`src/rtl/pipe_skid_reg.sv`:
```
// ----------------------------------------------------------------------------
// pipe_skid_reg: two-entry pipeline skid register.
//
// Carries a payload across a valid/ready handshake with full throughput.
// Both handshake outputs come straight from registered state, so there is no
// combinational path from out_ready_i to in_ready_o. The main register (M)
// drives out_data_o. The skid register (S) catches the one payload accepted
// while the output is stalled.
//
// Ports:
//   clk_i        clock, rising edge
//   rst_ni       asynchronous active-low reset
//   in_valid_i   upstream payload valid
//   in_ready_o   block can accept a payload this cycle
//   in_data_i    upstream payload (WIDTH bits)
//   out_valid_o  downstream payload valid
//   out_ready_i  downstream accepts the payload this cycle
//   out_data_o   downstream payload (WIDTH bits)
//   flush_i      synchronous kill of all held entries
//   occupancy_o  number of held entries, 0..2
//   stall_cnt_o  cycles with out_valid_o=1 and out_ready_i=0 (stats build only)
//   drop_cnt_o   entries discarded by flush (stats build only)
//
// Build option: define PIPE_SKID_REG_STATS_EN to add the saturating
// statistics counters and their ports.
// ----------------------------------------------------------------------------
module pipe_skid_reg #(
    parameter int unsigned WIDTH = 32,
    parameter int unsigned CNT_W = 16
) (
    input  logic             clk_i,
    input  logic             rst_ni,
    input  logic             in_valid_i,
    output logic             in_ready_o,
    input  logic [WIDTH-1:0] in_data_i,
    output logic             out_valid_o,
    input  logic             out_ready_i,
    output logic [WIDTH-1:0] out_data_o,
    input  logic             flush_i,
`ifdef PIPE_SKID_REG_STATS_EN
    output logic [CNT_W-1:0] stall_cnt_o,
    output logic [CNT_W-1:0] drop_cnt_o,
`endif
    output logic [1:0]       occupancy_o
);

    // The state encoding equals the number of held entries.
    typedef enum logic [1:0] {
        StEmpty = 2'd0,
        StOne   = 2'd1,
        StTwo   = 2'd2
    } state_e;

    state_e           state_q, state_d;
    logic [WIDTH-1:0] main_q, main_d;
    logic [WIDTH-1:0] skid_q, skid_d;
    logic             in_fire;
    logic             out_fire;

    assign out_valid_o = (state_q != StEmpty);
    assign in_ready_o  = (state_q != StTwo);
    assign occupancy_o = state_q;
    assign out_data_o  = main_q;

    assign in_fire  = in_valid_i & in_ready_o;
    assign out_fire = out_valid_o & out_ready_i;

    always_comb begin
        state_d = state_q;
        main_d  = main_q;
        skid_d  = skid_q;
        if (flush_i) begin
            // Flush wins. An accepted payload is dropped, and the data
            // registers keep their old contents because out_data_o is
            // don't-care while the block is empty.
            state_d = StEmpty;
        end else begin
            case (state_q)
                StEmpty: begin
                    if (in_fire) begin
                        main_d  = in_data_i;
                        state_d = StOne;
                    end
                end
                StOne: begin
                    if (in_fire && out_fire) begin
                        main_d = in_data_i;
                    end else if (in_fire) begin
                        skid_d  = in_data_i;
                        state_d = StTwo;
                    end else if (out_fire) begin
                        state_d = StEmpty;
                    end
                end
                StTwo: begin
                    if (out_fire) begin
                        main_d  = skid_q;
                        state_d = StOne;
                    end
                end
                default: state_d = StEmpty;
            endcase
        end
    end

    always_ff @(posedge clk_i or negedge rst_ni) begin
        if (!rst_ni) begin
            state_q <= StEmpty;
            main_q  <= '0;
            skid_q  <= '0;
        end else begin
            state_q <= state_d;
            main_q  <= main_d;
            skid_q  <= skid_d;
        end
    end

`ifdef PIPE_SKID_REG_STATS_EN
    localparam logic [CNT_W-1:0] CntMax = '1;

    logic [CNT_W-1:0] stall_q, stall_d;
    logic [CNT_W-1:0] drop_q, drop_d;
    logic [1:0]       drop_amt;
    logic [CNT_W:0]   drop_sum;

    // A payload that leaves in the flush cycle counts as delivered, not dropped.
    assign drop_amt = occupancy_o - {1'b0, out_fire};
    assign drop_sum = {1'b0, drop_q} + (CNT_W + 1)'(drop_amt);

    always_comb begin
        stall_d = stall_q;
        drop_d  = drop_q;
        if (out_valid_o && !out_ready_i && (stall_q != CntMax)) begin
            stall_d = stall_q + CNT_W'(1);
        end
        if (flush_i) begin
            drop_d = (drop_sum > {1'b0, CntMax}) ? CntMax : drop_sum[CNT_W-1:0];
        end
    end

    always_ff @(posedge clk_i or negedge rst_ni) begin
        if (!rst_ni) begin
            stall_q <= '0;
            drop_q  <= '0;
        end else begin
            stall_q <= stall_d;
            drop_q  <= drop_d;
        end
    end

    assign stall_cnt_o = stall_q;
    assign drop_cnt_o  = drop_q;
`else
    // Statistics disabled: no counter state and no counter ports.
`endif

endmodule
```
`config.mk`:
```
export PLATFORM = sky130hd
export DESIGN_NAME = pipe_skid_reg
export DESIGN_NICKNAME = d
export VERILOG_FILES = /design/src/rtl/pipe_skid_reg.sv
export SDC_FILE = /design/constraint.sdc
export NUM_CORES = 1
export LEC_CHECK = 0
export ABC_AREA = 1
export CORE_AREA = 2 2 89 91
export DETAILED_ROUTE_END_ITERATION = 10
export DIE_AREA = 0 0 91 93
export GPL_TIMING_DRIVEN = 0
export PLACE_DENSITY = 0.8
export SYNTH_ARGS = -nofsm -noshare
export SYNTH_HDL_FRONTEND = slang
export SYNTH_SLANG_ARGS = --single-unit
```
`constraint.sdc`:
```
create_clock -name clk_i -period 1.9 [get_ports clk_i]
set_input_delay 0.57 -clock clk_i [delete_from_list [all_inputs] [get_ports clk_i]]
set_output_delay 0.57 -clock clk_i [all_outputs]
set_load 0.02 [all_outputs]
```
# ---- Word level (Yosys, flattened, before mapping)
# Cells that the tools add are included.
dict set report classes {
  shifts 0
  multipliers 0
  n_addsub 0
  n_eq_ne 10
  order_cmp 0
  muxes 11
  div_mod_pow 0
  n_reduce_logical 7
  n_bitwise 4
}
# operator n
set op_table {}
lappend op_table {{two-way mux 32 bit} 3}
lappend op_table {{case mux 32 bit (3 select lines)} 1}
lappend op_table {{two-way mux 2 bit} 6}
lappend op_table {{!= test 3 bit, second input constant} 3}
lappend op_table {{!= test 2 bit, second input constant} 4}
lappend op_table {{AND reduction 4 bit} 2}
lappend op_table {{case mux 2 bit (3 select lines)} 1}
lappend op_table {{AND reduction 5 bit} 1}
lappend op_table {{!= test 4 bit, second input constant} 1}
lappend op_table {{nonzero test 3 bit} 1}
lappend op_table {{bitwise AND 1 bit} 2}
lappend op_table {{equality test 2 x 1 -> 1 bit, second input constant} 1}
lappend op_table {{equality test 2 bit, second input constant} 1}
lappend op_table {{logical NOT 2 bit} 1}
lappend op_table {{NOT 1 bit} 2}
lappend op_table {{nonzero test 2 bit} 1}
lappend op_table {{logical AND 1 bit} 1}
dict set report word_totals {
  mem_count 0
  rom_bits 0
  elab_cells 35
  out_inout_bits 36
  latch_bits 0
  register_bits 66
  ram_bits 0
}

# ---- Longest topological paths before layout
# Gate-level depths: netlist of run 1.
dict set report depth {
  word_depth 7
  depth_mapped 8
  ltp_nobuf 6
}

# ---- Worst setup path after synthesis of run 1
# OpenSTA, ideal clock, no wires.
dict set report synth_path {
  path_kind {reg2out}
  startpoint {register state_q[0] (netlist: occupancy_o[0])}
  endpoint {output port in_ready_o}
  n_path_buf 1
  path_stages_with_launch 4
  setup_slack_ns 0.333
  arrival_ns 0.997
  t_required_ns 1.330
  path_cell_list {dfrtp_1 > inv_2 > nand2_4 > buf_2}
}
dict set report synth_via {
  elab_chain_cells 1
}
# element line
set synth_rtl {}
lappend synth_rtl {{from (decl)} 54} ;# state_e state_q, state_d;
lappend synth_rtl {{from (signal assigned)} 108} ;# state_q <= StEmpty;
lappend synth_rtl {{from (signal assigned)} 112} ;# state_q <= state_d;
lappend synth_rtl {{!= test 2 bit} 61} ;# assign in_ready_o = (state_q != StTwo);
lappend synth_rtl {{to (decl)} 34} ;# output logic in_ready_o,
# No other way between the ends.

# ---- Final worst setup path of run 1
dict set report layout_path {
  startpoint {register main_q[3] (netlist: out_data_o[3])}
  endpoint {output port out_data_o[3]}
}
# element line
set layout_rtl {}
lappend layout_rtl {{from (decl)} 55} ;# logic [WIDTH-1:0] main_q, main_d;
lappend layout_rtl {{from (signal assigned)} 113} ;# main_q <= main_d;
lappend layout_rtl {{to (decl)} 38} ;# output logic [WIDTH-1:0] out_data_o,
# No word-level cell between the ends.

==> metrics.txt, run 1 <==
Synth Area in Simple Gates 0.4149; most common cell after layout, fill and taps aside nand2_1; placed cell areas 0.003979 mm²; largest net degree at the start of global routing 67; Max VDD drop 0.5259 mV; WL per Instance 13.76 µm; kind of critical path reg -> out; mux contribution to synthesized area 0; fin area 0.004212 mm²; vias in the first global route 3012; Top Family by Delay on Critical Path buffers and inverters; FMAX 533.2 MHz; reg-to-reg critical path endpoint out_data_o[11]; Adder-Cell Fraction of Synth Area 0; critical path launch point out_data_o[3]; cts hold-fix bufs 0; top cells by area, synth dfrtp_1, nand2_1, nand3_1, buf_2, nand2_2; # placed instances 584; IO Pins 73; Compound-Gate Fraction of Synth Area 0.007188; DR vias 3038; Synth Warn # 0; Worst Hold Class in -> async; largest family of logic cells by synthesized area simple AND/OR/NAND/NOR gates; Cells after Synth 410; syn avg cell area 7.641 µm²; CP required 1.33 ns; Synth Cell Area 0.003133 mm²; P_leak 2.447 nW; Hold Vio Cnt, Final 0; CTS Root Cell clkbuf_8; R2R Setup Slk 0.34 ns; Sequential Area 0.001653 mm²; register area share after synthesis 0.5272; GP Congestion 0.8395; setup bufs post-CTS 0; post-DP HPWL 5.639 mm; Tcrit/Tclk final 0.9870; Register-to-Register Path Depth 6; Pre-antenna DRT Iters 5; Synth cell types 18; Die ar. 0.008463 mm²; unrepaired setup endpoints after global routing false; Iter 0 DRT Violations 258; DR vias/cell 5.080; Pwr per Cell Area 1154 mW/mm²; initial antenna violation count 0; Die Wd 91 µm; crit-path max FO 2; Core ar. 0.007527 mm²; number of routed nets with antenna violations 0; crit path DAT 1.31 ns; post-route clock skew 0.005466 ns; total nets after synthesis 447; aggregate global routing overflow 0; Layout Cells excl Fill 598; DRC 0; num rows 32; CTS max path bufs 2; worst reg2reg path startpoint occupancy_o[0]; cell taking the most area after synthesis dfrtp_1; # setup viols final 0; TritonCTS clock tree built; Synth Register Bits 66; pre-CTS setup slack -0.3012 ns; sum of negative setup slack 0 ns; Worst-path clk slew 0.07 ns; xor/xnor share of the synthesized area 0; multi-input logic area 0.001331 mm²; Slew Limit Fails 0; FILL cells 746; Tot GR Track Use 0.2051; Worst setup EP type primary output; CTS buffer count 9; slowest CP cell clkdlybuf4s50_1; Skew-Pair Late Insertion Delay 0.35 ns; CP bufs+invs 1; die span in y 93 µm; starting density of the core 0.4162; Rel. slew slack 0.4444; synth-to-layout area growth 34.42%; status completed; fraction of layout cells with a size suffix above 1 0.09879; startpoint types flop; measured slew at the worst slew-check pin 0.8334 ns; most frequent cells in the layout nand2_1, nand3_1, dfrtp_1, clkdlybuf4s50_1, buf_2; post-layout minimum cycle time 1.875 ns; H-tree levels 3; top cell type's share of synthesized area 0.5272; min setup slack post-route 0.02462 ns; maxcap violations 0; first-pass GRT wire length 13.75 mm; WL final 8.228 mm; PortBufs 72; Antenna diodes 0; clk sinks 66; cells along the critical path clkdlybuf4s50_1; fin nets 529; max incr delay on CP 0.60 ns
==> cells by family after synthesis <==
group / after synthesis
simple gates: 306
compound gates: 4
buf+inv: 34
flops: 66
==> final cells by class <==
| type | instances | area share |
|---|---|---|
| buffer | 27 | 0.03209 |
| clock buffer | 12 | 0.03446 |
| clock inverter | 3 | 0.009507 |
| inverter | 6 | 0.005942 |
| multi-input combinational | 310 | 0.3161 |
| sequential | 66 | 0.3925 |
| tap | 102 | 0.03030 |
| timing repair buffer | 72 | 0.1791 |
==> state kept, by name, summed over array words and instances (netlist names) <==
register / flops
out_data_o: 32
skid_q: 32
occupancy_o: 2
==> repair_timing <==
action | in CTS | in global routing
pin swaps | 0 | 0
gates resized for setup | 18 | 23
endpoints found under the setup margin | 9 | 23
==> how the worst max path moves through the flow <==
stage                           to  depth (start not counted)
floorplan               in_ready_o                          3
global placement     out_data_o[3]                          1
detailed placement      in_ready_o                          4
CTS                 out_data_o[26]                          1
global route           out_valid_o                          4
finish               out_data_o[3]                          1
==> per-stage QoR <==
stage | total power [mW] | util | hold WS (ns)
final | 4.861 | 0.5595 | 0.3289
after global routing | 5.170 | 0.5595 | 0.3975
after CTS | 4.925 | 0.5517 | 0.3462
after detailed placement | 3.800 | 0.5286 | 0.4586
after global placement | 3.740 | 0.5289 | 0.4540
after floorplan | 3.051 | - | 0.2744
==> cell usage after synthesis, drive strengths merged <==
cell type  count
a21oi          1
buf           24
clkbuf         4
dfrtp         66
inv            6
nand2        202
nand3         99
nor2           5
o21ai          2
o31ai          1
==> power by group <==
group	internal, mW	switching (mW)
Combinational	0.638	0.902
Clock	0.631	0.508
Sequential	1.90	0.281
==> layer usage <==
metal / track usage / share of wire / vias up
met5: 0 / 0 / -
met4: 0.1048 / 0.020 / 0
met3: 0.03948 / 0.069 / 14
met2: 0.3253 / 0.47 / 130
met1: 0.2690 / 0.44 / 1417
li1: - / - / 1477
Power figures use the tool's default switching activity.
==> run 2: changes to the inputs <==
--- a/config.mk
+++ b/config.mk
@@ -10,6 +10,7 @@
 export DETAILED_ROUTE_END_ITERATION = 10
 export DIE_AREA = 0 0 91 93
 export GPL_TIMING_DRIVEN = 0
+export MAX_ROUTING_LAYER = met4
 export PLACE_DENSITY = 0.8
 export SYNTH_ARGS = -nofsm -noshare
 export SYNTH_HDL_FRONTEND = slang
==> constraint.sdc (replaced) <==
create_clock -name clk_i -period 2.25 [get_ports clk_i]
set_input_delay 0.675 -clock clk_i [delete_from_list [all_inputs] [get_ports clk_i]]
set_output_delay 0.675 -clock clk_i [all_outputs]
set_load 0.02 [all_outputs]
==> run 2 against run 1 <==
Against the previous run:
- sequential power decreased by 16%
- utilization decreased by 0.66 points
- critical path depth increased by 3
- sequential share of layout area increased by 0.47 points
- sequential cell count unchanged
- non-clock buffer count increased by 1
- clock power decreased by 14%
- clock skew decreased by 0.0023 ns
- cell area decreased by 1.2%
- critical endpoint is now out_valid_o
- highest routed layer unchanged
==> metrics.txt, run 2 (synthesized netlist as in run 1, its figures left out) <==
status completed; GP Congestion 0.8437; Rel. slew slack 0.4424; TritonCTS clock tree built; Worst setup EP type primary output; Sw Share 0.3452; Die Wd 91 µm; crit path DAT 1.46 ns; CP required 1.57 ns; Worst Hold Class in -> async; clock power share 0.235; slowest CP cell dfrtp_1; Logic pwr share 0.322; Max VDD drop 0.5099 mV; hold_ws 0.4356 ns; P_leak 2.169 nW; kind of critical path reg -> out; most frequent cells in the layout nand2_1, nand3_1, clkdlybuf4s50_1, dfrtp_1, buf_2; most common cell after layout, fill and taps aside nand2_1; largest net degree at the start of global routing 67; cells along the critical path buf_4 > nor2_2 > inv_2 > dlygate4sd2_1; DRC 0; DR vias 3115; fraction of layout cells with a size suffix above 1 0.09859; aggregate global routing overflow 0; Antenna diodes 0; DR vias/cell 5.200; post-layout minimum cycle time 2.136 ns; Pint 2.719 mW; CTS buffer count 9; clk sinks 66; CP bufs+invs 3; Hold Vio Cnt, Final 0; crit-path max FO 10; Skew-Pair Late Insertion Delay 0.34 ns; vias in the first global route 2977; number of routed nets with antenna violations 0; post-route clock skew 0.003165 ns; cts hold-fix bufs 0; WL per Instance 13.80 µm; startpoint types flop; fin nets 530; WL final 8.268 mm; CTS Root Cell clkbuf_8; CTS-repair resized insts 6; Worst-path clk slew 0.07 ns; setup bufs post-CTS 0; unrepaired setup endpoints after global routing false; Tot GR Track Use 0.2071; measured slew at the worst slew-check pin 0.8363 ns; synth-to-layout area growth 32.83%; maxcap violations 0; Top Family by Delay on Critical Path buffers and inverters; initial antenna violation count 0; first-pass GRT wire length 13.81 mm; IO Pins 73; Seq pwr share 0.443; FMAX 468.1 MHz; # placed instances 584; H-tree levels 3; Core ar. 0.007527 mm²; max incr delay on CP 0.41 ns; die span in y 93 µm; Tcrit/Tclk final 0.9495; Layout Cells excl Fill 599; num rows 32; Pre-antenna DRT Iters 5; Die ar. 0.008463 mm²; # setup viols final 0; Iter 0 DRT Violations 243; starting density of the core 0.4162; Pwr per Cell Area 997.9 mW/mm²; CTS max path bufs 2; switching power 1.434 mW; post-DP HPWL 5.555 mm; Slew Limit Fails 0; PortBufs 72
-- run 2: cell type report --
cell class	count	area, µm²
clock buffers	12	145.1
clock inverters	3	40.04
multi-input cells	310	1323
well taps	102	127.6
fillers	731	3366
plain buffers	28	138.9
inverters	6	22.52
flip-flops and latches	66	1653
repair buffers	72	711.9
-- run 2: final timing paths --
kind                                     start              to  slack [ns]  cells past startpoint
worst max-delay path            occupancy_o[1]     out_valid_o        0.11                      4
worst min-delay path                    rst_ni  out_data_o[25]        0.44                      1
worst max register to register  occupancy_o[0]  out_data_o[11]        0.67                      6
worst min register to register       skid_q[9]       skid_q[9]        0.47                      2
max in group asynchronous               rst_ni  occupancy_o[0]        1.24                      1
min in group clk_i                   skid_q[9]       skid_q[9]        0.47                      2
-- run 2: metrics by stage --
step / area (µm²) / worst slack, ns / utilization / power (mW) / setup TNS (ns)
after floorplan: 3133 / 0.5778 / - / 2.576 / 0
after global placement: 3981 / -1.660 / 0.5289 / 3.159 / -109.35
after detailed placement: 3979 / -0.04789 / 0.5286 / 3.196 / -0.04789
after CTS: 4168 / 0.04350 / 0.5537 / 4.172 / 0
after global routing: 4161 / 0.03857 / 0.5529 / 4.392 / 0
final: 4161 / 0.1137 / 0.5529 / 4.153 / 0
-- run 2: power groups by stage --
stage / Clock [mW] / Combinational, mW / Sequential, mW
floorplan: 0 / 0.562 / 2.01
global placement: 0 / 1.32 / 1.84
detailed placement: 0 / 1.35 / 1.85
CTS: 0.988 / 1.35 / 1.83
global route: 1.03 / 1.47 / 1.89
finish: 0.978 / 1.34 / 1.84
-- run 2: metal layers --
metal  wire length (µm)  vias to the layer above  track usage  part of all wire
met1               3690                     1499       0.2775              0.45
met4                133                        0      0.07828             0.016
met2               3825                      130       0.3154              0.46
met5                  0                        -            -                 0
met3                619                       12      0.04029             0.075
li1                   -                     1474            -                 -
